--- src/rtl/adder_share_pkg.sv ---
// Shared types and constants for the time-shared adder controller.
// The arbitration mode is selected in rr_arb2 by the ADDER_SHARE_RR_EN macro.
package adder_share_pkg;

    localparam int ADDER_WIDTH = 32;
    localparam int NUM_REQ     = 2;

    typedef enum logic [1:0] {
        IDLE = 2'd0,
        EXEC = 2'd1,
        RESP = 2'd2
    } state_e;

    typedef enum logic {
        ARB_FIXED = 1'b0,
        ARB_RR    = 1'b1
    } arb_mode_e;

endpackage

--- src/rtl/adder_share_if.sv ---
// Request/response bundle between two requesters plus one consumer and the
// shared adder controller.
interface adder_share_if
    import adder_share_pkg::*;
#(
    parameter int WIDTH = ADDER_WIDTH
) ();

    logic [NUM_REQ-1:0] req_valid;
    logic [NUM_REQ-1:0] req_ready;
    logic [WIDTH-1:0]   req0_a;
    logic [WIDTH-1:0]   req0_b;
    logic               req0_cin;
    logic [WIDTH-1:0]   req1_a;
    logic [WIDTH-1:0]   req1_b;
    logic               req1_cin;

    logic               rsp_valid;
    logic               rsp_ready;
    logic               rsp_id;
    logic [WIDTH-1:0]   rsp_sum;
    logic               rsp_ca;
    logic               rsp_ovf;
    logic               busy;

    modport master (
        output req_valid, req0_a, req0_b, req0_cin, req1_a, req1_b, req1_cin, rsp_ready,
        input  req_ready, rsp_valid, rsp_id, rsp_sum, rsp_ca, rsp_ovf, busy
    );

    modport slave (
        input  req_valid, req0_a, req0_b, req0_cin, req1_a, req1_b, req1_cin, rsp_ready,
        output req_ready, rsp_valid, rsp_id, rsp_sum, rsp_ca, rsp_ovf, busy
    );

endinterface

--- src/rtl/adder_share_ctrl_arb.sv ---
// rr_arb2: two-way one-hot grant. Define ADDER_SHARE_RR_EN for round-robin
// tie breaking; otherwise requester 0 always wins a tie.
module rr_arb2
    import adder_share_pkg::*;
(
    input  logic [NUM_REQ-1:0] valid,
    input  logic               last_id,
    output logic [NUM_REQ-1:0] grant,
    output logic               grant_id
);

`ifdef ADDER_SHARE_RR_EN
    localparam arb_mode_e MODE = ARB_RR;
`else
    localparam arb_mode_e MODE = ARB_FIXED;
`endif

    always_comb begin
        grant = 2'b00;
        case (valid)
            2'b01:   grant = 2'b01;
            2'b10:   grant = 2'b10;
            // Round-robin hands a tie to whoever did not win last time.
            2'b11:   grant = (MODE == ARB_RR && last_id == 1'b0) ? 2'b10 : 2'b01;
            default: grant = 2'b00;
        endcase
    end

    assign grant_id = grant[1];

endmodule

--- src/rtl/adder_share_ctrl.sv ---
// Two requesters time-share one combinational adder: IDLE (arbitrate/latch),
// EXEC (add latched operands), RESP (hold result until consumed).
module adder_share_ctrl
    import adder_share_pkg::*;
#(
    parameter int WIDTH = ADDER_WIDTH
) (
    input  logic         clk,
    input  logic         rst_n,
    adder_share_if.slave bus
);

    state_e             state_reg;
    state_e             state_next;
    logic               last_id_reg;
    logic [WIDTH-1:0]   op_a_reg;
    logic [WIDTH-1:0]   op_b_reg;
    logic               op_cin_reg;
    logic               op_id_reg;
    logic [WIDTH-1:0]   sum_reg;
    logic               ca_reg;
    logic               ovf_reg;
    logic               id_reg;

    logic [NUM_REQ-1:0] grant;
    logic               grant_id;
    logic [NUM_REQ-1:0] req_ready;
    logic               accept;
    logic [WIDTH:0]     add_full;
    logic               add_ovf;

    rr_arb2 u_arb (
        .valid    (bus.req_valid),
        .last_id  (last_id_reg),
        .grant    (grant),
        .grant_id (grant_id)
    );

    // Gated by rst_n so req_ready is low for the whole reset pulse.
    assign req_ready = (rst_n && state_reg == IDLE) ? grant : 2'b00;
    assign accept    = |(bus.req_valid & req_ready);

    // The single shared adder only ever sees the latched operands.
    assign add_full = {1'b0, op_a_reg} + {1'b0, op_b_reg} + {{WIDTH{1'b0}}, op_cin_reg};
    assign add_ovf  = (op_a_reg[WIDTH-1] == op_b_reg[WIDTH-1]) &&
                      (add_full[WIDTH-1] != op_a_reg[WIDTH-1]);

    always_comb begin
        state_next = state_reg;
        case (state_reg)
            IDLE:    if (accept) state_next = EXEC;
            EXEC:    state_next = RESP;
            RESP:    if (bus.rsp_ready) state_next = IDLE;
            default: state_next = IDLE;
        endcase
    end

    always_ff @(posedge clk or negedge rst_n) begin
        if (!rst_n) begin
            state_reg   <= IDLE;
            last_id_reg <= 1'b1;
            op_a_reg    <= '0;
            op_b_reg    <= '0;
            op_cin_reg  <= 1'b0;
            op_id_reg   <= 1'b0;
            sum_reg     <= '0;
            ca_reg      <= 1'b0;
            ovf_reg     <= 1'b0;
            id_reg      <= 1'b0;
        end else begin
            state_reg <= state_next;
            if (accept) begin
                op_a_reg    <= grant_id ? bus.req1_a   : bus.req0_a;
                op_b_reg    <= grant_id ? bus.req1_b   : bus.req0_b;
                op_cin_reg  <= grant_id ? bus.req1_cin : bus.req0_cin;
                op_id_reg   <= grant_id;
                last_id_reg <= grant_id;
            end
            if (state_reg == EXEC) begin
                sum_reg <= add_full[WIDTH-1:0];
                ca_reg  <= add_full[WIDTH];
                ovf_reg <= add_ovf;
                id_reg  <= op_id_reg;
            end
        end
    end

    assign bus.req_ready = req_ready;
    assign bus.rsp_valid = (state_reg == RESP);
    assign bus.busy      = (state_reg != IDLE);
    assign bus.rsp_id    = id_reg;
    assign bus.rsp_sum   = sum_reg;
    assign bus.rsp_ca    = ca_reg;
    assign bus.rsp_ovf   = ovf_reg;

endmodule
--- src/flat_wrapper.sv ---
// flat-port wrapper written by rule: the top's interface ports become plain ports
module adder_share_ctrl_flat import adder_share_pkg::*;
#(
    parameter int WIDTH = ADDER_WIDTH
)
  (clk, rst_n, bus_req_valid, bus_req0_a, bus_req0_b, bus_req0_cin, bus_req1_a, bus_req1_b, bus_req1_cin, bus_rsp_ready, bus_req_ready, bus_rsp_valid, bus_rsp_id, bus_rsp_sum, bus_rsp_ca, bus_rsp_ovf, bus_busy);
  adder_share_if #(.WIDTH(WIDTH)) bus_i ();
  input  logic clk;
  input  logic rst_n;
  input wire logic [$bits(bus_i.req_valid)-1:0] bus_req_valid;
  input wire logic [$bits(bus_i.req0_a)-1:0] bus_req0_a;
  input wire logic [$bits(bus_i.req0_b)-1:0] bus_req0_b;
  input wire logic [$bits(bus_i.req0_cin)-1:0] bus_req0_cin;
  input wire logic [$bits(bus_i.req1_a)-1:0] bus_req1_a;
  input wire logic [$bits(bus_i.req1_b)-1:0] bus_req1_b;
  input wire logic [$bits(bus_i.req1_cin)-1:0] bus_req1_cin;
  input wire logic [$bits(bus_i.rsp_ready)-1:0] bus_rsp_ready;
  output wire logic [$bits(bus_i.req_ready)-1:0] bus_req_ready;
  output wire logic [$bits(bus_i.rsp_valid)-1:0] bus_rsp_valid;
  output wire logic [$bits(bus_i.rsp_id)-1:0] bus_rsp_id;
  output wire logic [$bits(bus_i.rsp_sum)-1:0] bus_rsp_sum;
  output wire logic [$bits(bus_i.rsp_ca)-1:0] bus_rsp_ca;
  output wire logic [$bits(bus_i.rsp_ovf)-1:0] bus_rsp_ovf;
  output wire logic [$bits(bus_i.busy)-1:0] bus_busy;
  assign bus_i.req_valid = bus_req_valid;
  assign bus_i.req0_a = bus_req0_a;
  assign bus_i.req0_b = bus_req0_b;
  assign bus_i.req0_cin = bus_req0_cin;
  assign bus_i.req1_a = bus_req1_a;
  assign bus_i.req1_b = bus_req1_b;
  assign bus_i.req1_cin = bus_req1_cin;
  assign bus_i.rsp_ready = bus_rsp_ready;
  assign bus_req_ready = bus_i.req_ready;
  assign bus_rsp_valid = bus_i.rsp_valid;
  assign bus_rsp_id = bus_i.rsp_id;
  assign bus_rsp_sum = bus_i.rsp_sum;
  assign bus_rsp_ca = bus_i.rsp_ca;
  assign bus_rsp_ovf = bus_i.rsp_ovf;
  assign bus_busy = bus_i.busy;
  adder_share_ctrl #(.WIDTH(WIDTH)) u_core (.clk(clk), .rst_n(rst_n), .bus(bus_i));
endmodule
--- config.mk ---
export PLATFORM = sky130hd
export DESIGN_NAME = adder_share_ctrl_flat
export DESIGN_NICKNAME = d
export VERILOG_FILES = /design/src/rtl/adder_share_pkg.sv /design/src/rtl/adder_share_if.sv /design/src/rtl/adder_share_ctrl_arb.sv /design/src/rtl/adder_share_ctrl.sv /design/src/flat_wrapper.sv
export SDC_FILE = /design/constraint.sdc
export NUM_CORES = 1
export LEC_CHECK = 0
export CORE_MARGIN = 2
export CORE_UTILIZATION = 52
export CTS_CLUSTER_DIAMETER = 50
export DETAILED_ROUTE_END_ITERATION = 10
export PLACE_DENSITY = 0.86
export SLEW_MARGIN = 30
export SYNTH_ARGS = -nofsm -noshare
export SYNTH_HDL_FRONTEND = slang
export SYNTH_SLANG_ARGS = --single-unit
--- constraint.sdc ---
create_clock -name clk -period 7.2 [get_ports clk]
set_input_delay 1.08 -clock clk [delete_from_list [all_inputs] [get_ports clk]]
set_output_delay 1.08 -clock clk [all_outputs]
set_load 0.01 [all_outputs]
==> impl_metrics.py, run 1 <==
metrics = {
    "outcome": {
        "status": "complete, no violations",
    },
    "timing": {
        "post-route-period-util": 0.589,
        "tns_ns": 0,
        "finalClockSkew_ns": 0.00921,
        "fin_crit_ns": 4.24,
        "fmaxAchievable_ghz": 0.236,
        "hold_viol": 0,
        "setup_viol_count_final": 0,
        "setup_slack_ns": 2.96,
        "slew_violations": 0,
        "relSlewSlack": 0.494,
        "rsz0062_at_grt": "no",
        "tightest_slew_ns": 0.760,
    },
    "global_routing": {
        "grt_pass1_vias": 5247,
        "grtUsageMet3": 0.0425,
        "grt_max_degree": 68,
        "gr-usage-met2": 0.433,
        "antenna_found_initial": 0,
        "overflow": 0,
        "busiest_layer": "met2",
        "use_met1": 0.302,
        "grt_pass1_wl_um": 24800,
        "grt_use_total": 0.242,
    },
    "detailed_routing": {
        "viasPerCell": 5.51,
        "first_iter_violations": 291,
        "vias": 5205,
        "ant_nets": 0,
        "routedWlPerCell_um": 15.6,
        "drt_pass1_iterations": 6,
        "drc": 0,
        "wirelength_um": 14700,
    },
    "clocking": {
        "clk_root_buffer_cell": "clkbuf_16",
        "ctsHoldBuffers": 0,
        "clk_pin_slew_ns": 0.07,
        "clk_path_buf_depth": 2,
        "cts.sinks": 103,
        "cts_setup_buffers": 0,
        "numCtsBuffers": 9,
        "worstSkewPairLatency_ns": 0.35,
        "cts_resized": 0,
        "cts_tree": "built",
        "htreeDepth": 3,
    },
    "placed_design": {
        "dp_hpwl_um": 11200,
        "numPlacedInstances": 928,
        "port_buffers": 173,
        "place_ws_ns": 2.71,
        "gp_congestion": 0.816,
    },
    "hold_path": {
        "min_path_type": "reg -> reg",
        "min_from": "u_core.bus.rsp_sum[1]$_DFFE_PN0N_",
    },
    "yosys": {
        "synthArstFlopShare": 1.00,
        "synth_ff_type": "dfrtp_1",
        "netlist_area_sq_um": 6000,
        "yosysUniqueCellTypes": 49,
        "yosys_warnings": 0,
        "synth_edf_count": 0,
        "ys_seq_area_frac": 0.429,
        "syn_inst": 644,
        "syn-mean-instance-area_sq_um": 9.32,
        "ys_ff_latch": 103,
        "syn_nets": 812,
    },
    "layout": {
        "fillers": 829,
        "multi_input_area_sq_um": 3260,
        "layout-drive-gt1-share": 0.0474,
        "stdcell_count": 944,
        "area_growth_pct": 35.9,
        "antennaDiodeCount": 0,
        "layout_commonest_cell": "clkdlybuf4s50_1",
        "final_cell_mix": "clkdlybuf4s50_1 (172), nand2_1 (119), o21ai_0 (104), dfrtp_1 (103), mux2i_1 (65)",
        "regArea_sq_um": 2580,
        "fin_nets": 964,
    },
    "power": {
        "clkPwrFrac": 0.158,
        "combPwrFrac": 0.539,
        "switchingPower_mw": 1.29,
        "seqPwrFrac": 0.304,
        "internal_power_mw": 1.89,
        "p_per_area_nw_per_um2": 390,
        "ir_drop_v": 0.000208,
        "swShare": 0.407,
        "total_leakage_power_nw": 3.65,
    },
    "floorplanning": {
        "fp.coreArea_sq_um": 11300,
        "die_y_um": 111,
        "start_util": 0.530,
        "die-width_um": 111,
        "rows": 39,
        "io_pins": 174,
        "die_area_sq_um": 12400,
    },
    "worst_setup_path": {
        "start_kind": "input port",
        "critPathCaptureType": "primary output",
        "critPathLaunch": "bus_req_valid[1]",
        "rr_startpoint": "u_core.op_cin_reg$_DFFE_PN0P_",
        "cp_max_fo": 66,
        "required_ns": 6.12,
        "arrival_ns": 3.16,
        "crit_type": "in -> out",
    },
    "run": {
        "cap_violations": 0,
    },
}
## routing by layer
metal  wire [um]  part of all wire  vias up
met2        7530              0.51      167
met4         212             0.014        0
li1            -                 -     2582
met1        6140              0.42     2440
met5           0                 0        -
met3         801             0.055       16
## area by class of cell
| cell class | count | share of cell area |
|---|---|---|
| Clock buffer | 11 | 0.0310 |
| Clock inverter | 5 | 0.00690 |
| Inverter | 11 | 0.00506 |
| Multi-Input combinational cell | 493 | 0.400 |
| Sequential cell | 103 | 0.316 |
| Tap cell | 143 | 0.0219 |
| Timing Repair Buffer | 178 | 0.219 |
## worst max-delay path: stages
cell and delay, ns:
clkdlybuf4s50_1 0.46, nor2b_4 0.13, buf_6 0.58, nand3_1 0.18, inv_1 0.16, clkdlybuf4s50_1 0.55
## power by group through the flow
stage | Sequential (mW) | Clock (mW) | Combinational, mW
2_1_floorplan | 0.982 | 0 | 1.10
3_3_place_gp | 0.965 | 0 | 1.63
3_5_place_dp | 0.978 | 0 | 1.69
4_1_cts | 0.970 | 0.507 | 1.71
5_1_grt | 1.00 | 0.532 | 1.90
6_report | 0.967 | 0.501 | 1.71
## stage by stage
step	hold WS, ns	power [mW]	instance area, sq um	util
after floorplan	0.439	2.08	6000	-
after global routing	0.518	3.43	8160	0.721
after detailed placement	0.462	2.67	7850	0.693
final	0.478	3.18	8160	0.721
after global placement	0.456	2.59	7820	0.691
after CTS	0.478	3.19	8160	0.720
## worst paths after layout
path	end	slack, ns	cells past startpoint
min	u_core.bus.rsp_sum[1]$_DFFE_PN0N_	0.48	2
max reg2reg	u_core.bus.rsp_ca$_DFFE_PN0N_	3.59	10
min in group asynchronous	u_core.op_a_reg[5]$_DFFE_PN0P_	0.77	1
max in group asynchronous	u_core.bus.rsp_sum[22]$_DFFE_PN0N_	5.33	2
max	bus_req_ready[1]	2.96	6
min reg2reg	u_core.bus.rsp_sum[1]$_DFFE_PN0N_	0.48	2
## cells by family (layout without fill, tap and decap cells)
family | count (synthesis) | count (layout) | share of synthesized area
and+or+nand+nor | 173 | 173 | 0.126
DFF | 103 | 103 | 0.429
buffers and inverters | 48 | 205 | 0.0300
adders and majority gates | 33 | 33 | 0.0713
AOI/OAI and AO/OA | 193 | 193 | 0.193
xor gates and xnor gates | 29 | 29 | 0.0423
muxes | 65 | 65 | 0.108
## synthesized netlist by cell type, drive strengths merged, types with 9 or more instances
cell    count  area share
a21o       19       0.024
a21oi      33       0.029
clkbuf     29       0.018
dfrtp     103        0.43
ha         31       0.065
inv        11      0.0069
mux2i      65        0.11
nand2     120       0.075
nand4      10       0.010
nor2       14      0.0088
o21ai     109       0.092
xnor2      20       0.029
xor2        9       0.013
(Power assumes the default switching activity.)
==> inputs of run 2 (changes only) <==
Settings changed: CORE_UTILIZATION 52 to 48, PLACE_DENSITY 0.86 to 0.81.
Clock period 7.2 ns to 4.1 ns, I/O delays scaled along.
==> run 2 against run 1 <==
Compared with the run above: core utilization shrank 4.9 points; clock-buffer cell count grew 1; via count grew 1.1%; largest cell class unchanged; sequential power grew 76%; register-to-register slack lost 2.9 ns; die area grew 8.0%; clock power grew 59%; worst setup slack lost 2.3 ns; sequential share of layout area grew 0.092 points; combinational power grew 77%; wire length grew 0.52%; critical path depth grew 4.
==> impl_metrics.py, run 2 (synthesis results as in run 1) <==
metrics = {
    "outcome": {
        "status": "complete, no violations",
    },
    "worst_setup_path": {
        "path_cells": "fa_1 -> fa_1 -> a211oi_1 -> o211ai_1 -> nand3b_1 -> nand3b_1 -> a41oi_2 -> o31ai_1 -> a2111oi_0 -> nor3_1",
        "start_kind": "flip-flop",
        "cp_slowest_cell": "a2111oi_0",
        "path_buf_inv": 0,
        "arrival_ns": 3.61,
        "crit_type": "reg -> reg",
        "cp_max_fo": 3,
        "required_ns": 4.30,
        "cpPeakStageDelay_ns": 0.50,
        "cpLargestDelayFamily": "compound AO/OA/AOI/OAI gates",
        "critPathCaptureType": "flip-flop",
    },
    "run": {
        "cap_violations": 0,
    },
    "power": {
        "combPwrFrac": 0.547,
        "finalPower_mw": 5.51,
        "seqPwrFrac": 0.308,
        "internal_power_mw": 3.23,
        "swShare": 0.413,
        "total_leakage_power_nw": 3.62,
        "ir_drop_v": 0.000280,
        "clkPwrFrac": 0.145,
        "switchingPower_mw": 2.28,
        "p_per_area_nw_per_um2": 678,
    },
    "placed_design": {
        "dpl_cell_area_sq_um": 7860,
        "gp_congestion": 0.926,
        "dp_hpwl_um": 11200,
        "place_ws_ns": 0.752,
        "port_buffers": 173,
    },
    "timing": {
        "relSlewSlack": 0.490,
        "hold_ws_ns": 0.281,
        "tightest_slew_ns": 0.764,
        "fmaxAchievable_ghz": 0.293,
        "hold_viol": 0,
        "rsz0062_at_grt": "no",
        "tns_ns": 0,
        "post-route-period-util": 0.832,
        "setup_slack_ns": 0.690,
        "finalClockSkew_ns": 0.00832,
        "slew_violations": 0,
        "setup_viol_count_final": 0,
        "fin_crit_ns": 3.41,
    },
    "hold_path": {
        "min_path_type": "in -> async",
    },
    "floorplanning": {
        "io_pins": 174,
        "die-width_um": 116,
        "die_y_um": 116,
        "die_area_sq_um": 13400,
        "start_util": 0.496,
        "rows": 40,
        "fp.coreArea_sq_um": 12100,
    },
    "layout": {
        "final_area_sq_um": 8140,
        "antennaDiodeCount": 0,
        "fin_nets": 963,
        "area_growth_pct": 35.5,
        "layout_commonest_cell": "clkdlybuf4s50_1",
        "final_cell_mix": "clkdlybuf4s50_1 (172), nand2_1 (119), o21ai_0 (104), dfrtp_1 (103), mux2i_1 (65)",
        "layout-drive-gt1-share": 0.0438,
    },
    "clocking": {
        "clk_pin_slew_ns": 0.07,
        "cts.sinks": 103,
        "cts_setup_buffers": 0,
        "numCtsBuffers": 9,
        "worstSkewPairLatency_ns": 0.34,
        "htreeDepth": 3,
        "cts_tree": "built",
        "clk_path_buf_depth": 2,
        "clk_root_buffer_cell": "clkbuf_16",
        "ctsHoldBuffers": 0,
        "cts_resized": 0,
    },
    "global_routing": {
        "antenna_found_initial": 0,
        "grt_pass1_wl_um": 23700,
        "grt_max_degree": 71,
        "overflow": 0,
        "grt_pass1_vias": 5067,
        "grt_use_total": 0.223,
    },
    "detailed_routing": {
        "first_iter_violations": 377,
        "vias": 5263,
        "ant_nets": 0,
        "routedWlPerCell_um": 15.3,
        "drc": 0,
        "wirelength_um": 14800,
        "viasPerCell": 5.44,
        "drt_pass1_iterations": 5,
    },
}
-- run 2: cell types whose count changed in the layout (fill, tap and decap cells not counted), sizes merged --
cell | previous run | this run
clkbuf | 11 | 12
bufinv | 1 | 0
clkinv | 3 | 2
buf | 6 | 5
inv | 11 | 12
-- run 2: routing by layer --
metal | part of all wire | up-vias | GRT usage | routed length [um]
li1 | - | 2582 | - | -
met1 | 0.41 | 2448 | 0.279 | 6060
met2 | 0.51 | 202 | 0.389 | 7460
met3 | 0.058 | 31 | 0.0356 | 860
met4 | 0.026 | 0 | 0.0841 | 381
met5 | 0 | - | 0 | 0
-- run 2: area by class of cell --
cell class / count / area (sq um)
inverters: 11 / 41.3
fillers: 953 / 3980
repair buffers: 177 / 1760
multi-input cells: 493 / 3270
well taps: 168 / 210
clock buffers: 12 / 246
clock inverters: 4 / 30.0
flip-flops and latches: 103 / 2580
-- run 2: final timing paths --
kind	slack [ns]	cells after the start	endpoint	from
setup / recovery	0.69	10	u_core.bus.rsp_ca$_DFFE_PN0N_	u_core.op_cin_reg$_DFFE_PN0P_
hold / removal	0.28	1	u_core.op_a_reg[6]$_DFFE_PN0P_	rst_n
setup reg to reg	0.69	10	u_core.bus.rsp_ca$_DFFE_PN0N_	u_core.op_cin_reg$_DFFE_PN0P_
hold reg to reg	0.48	2	u_core.bus.rsp_sum[0]$_DFFE_PN0N_	u_core.bus.rsp_sum[0]$_DFFE_PN0N_
max in group asynchronous	2.66	2	u_core.bus.rsp_sum[24]$_DFFE_PN0N_	rst_n
min in group clk	0.48	2	u_core.bus.rsp_sum[0]$_DFFE_PN0N_	u_core.bus.rsp_sum[0]$_DFFE_PN0N_
-- run 2: power by group through the flow --
stage	logic, mW	clock network [mW]	registers [mW]
after floorplan	1.93	0	1.72
after global placement	2.85	0	1.70
after detailed placement	2.95	0	1.72
after CTS	2.99	0.811	1.70
after global routing	3.33	0.852	1.75
final	3.02	0.799	1.70
-- run 2: per-stage QoR --
| step | utilization | std cells |
|---|---|---|
| after CTS | 0.671 | 968 |
| after global routing | 0.672 | 968 |
| after global placement | 0.648 | 952 |
| after floorplan | - | 644 |
| after detailed placement | 0.649 | 952 |
| final | 0.672 | 968 |
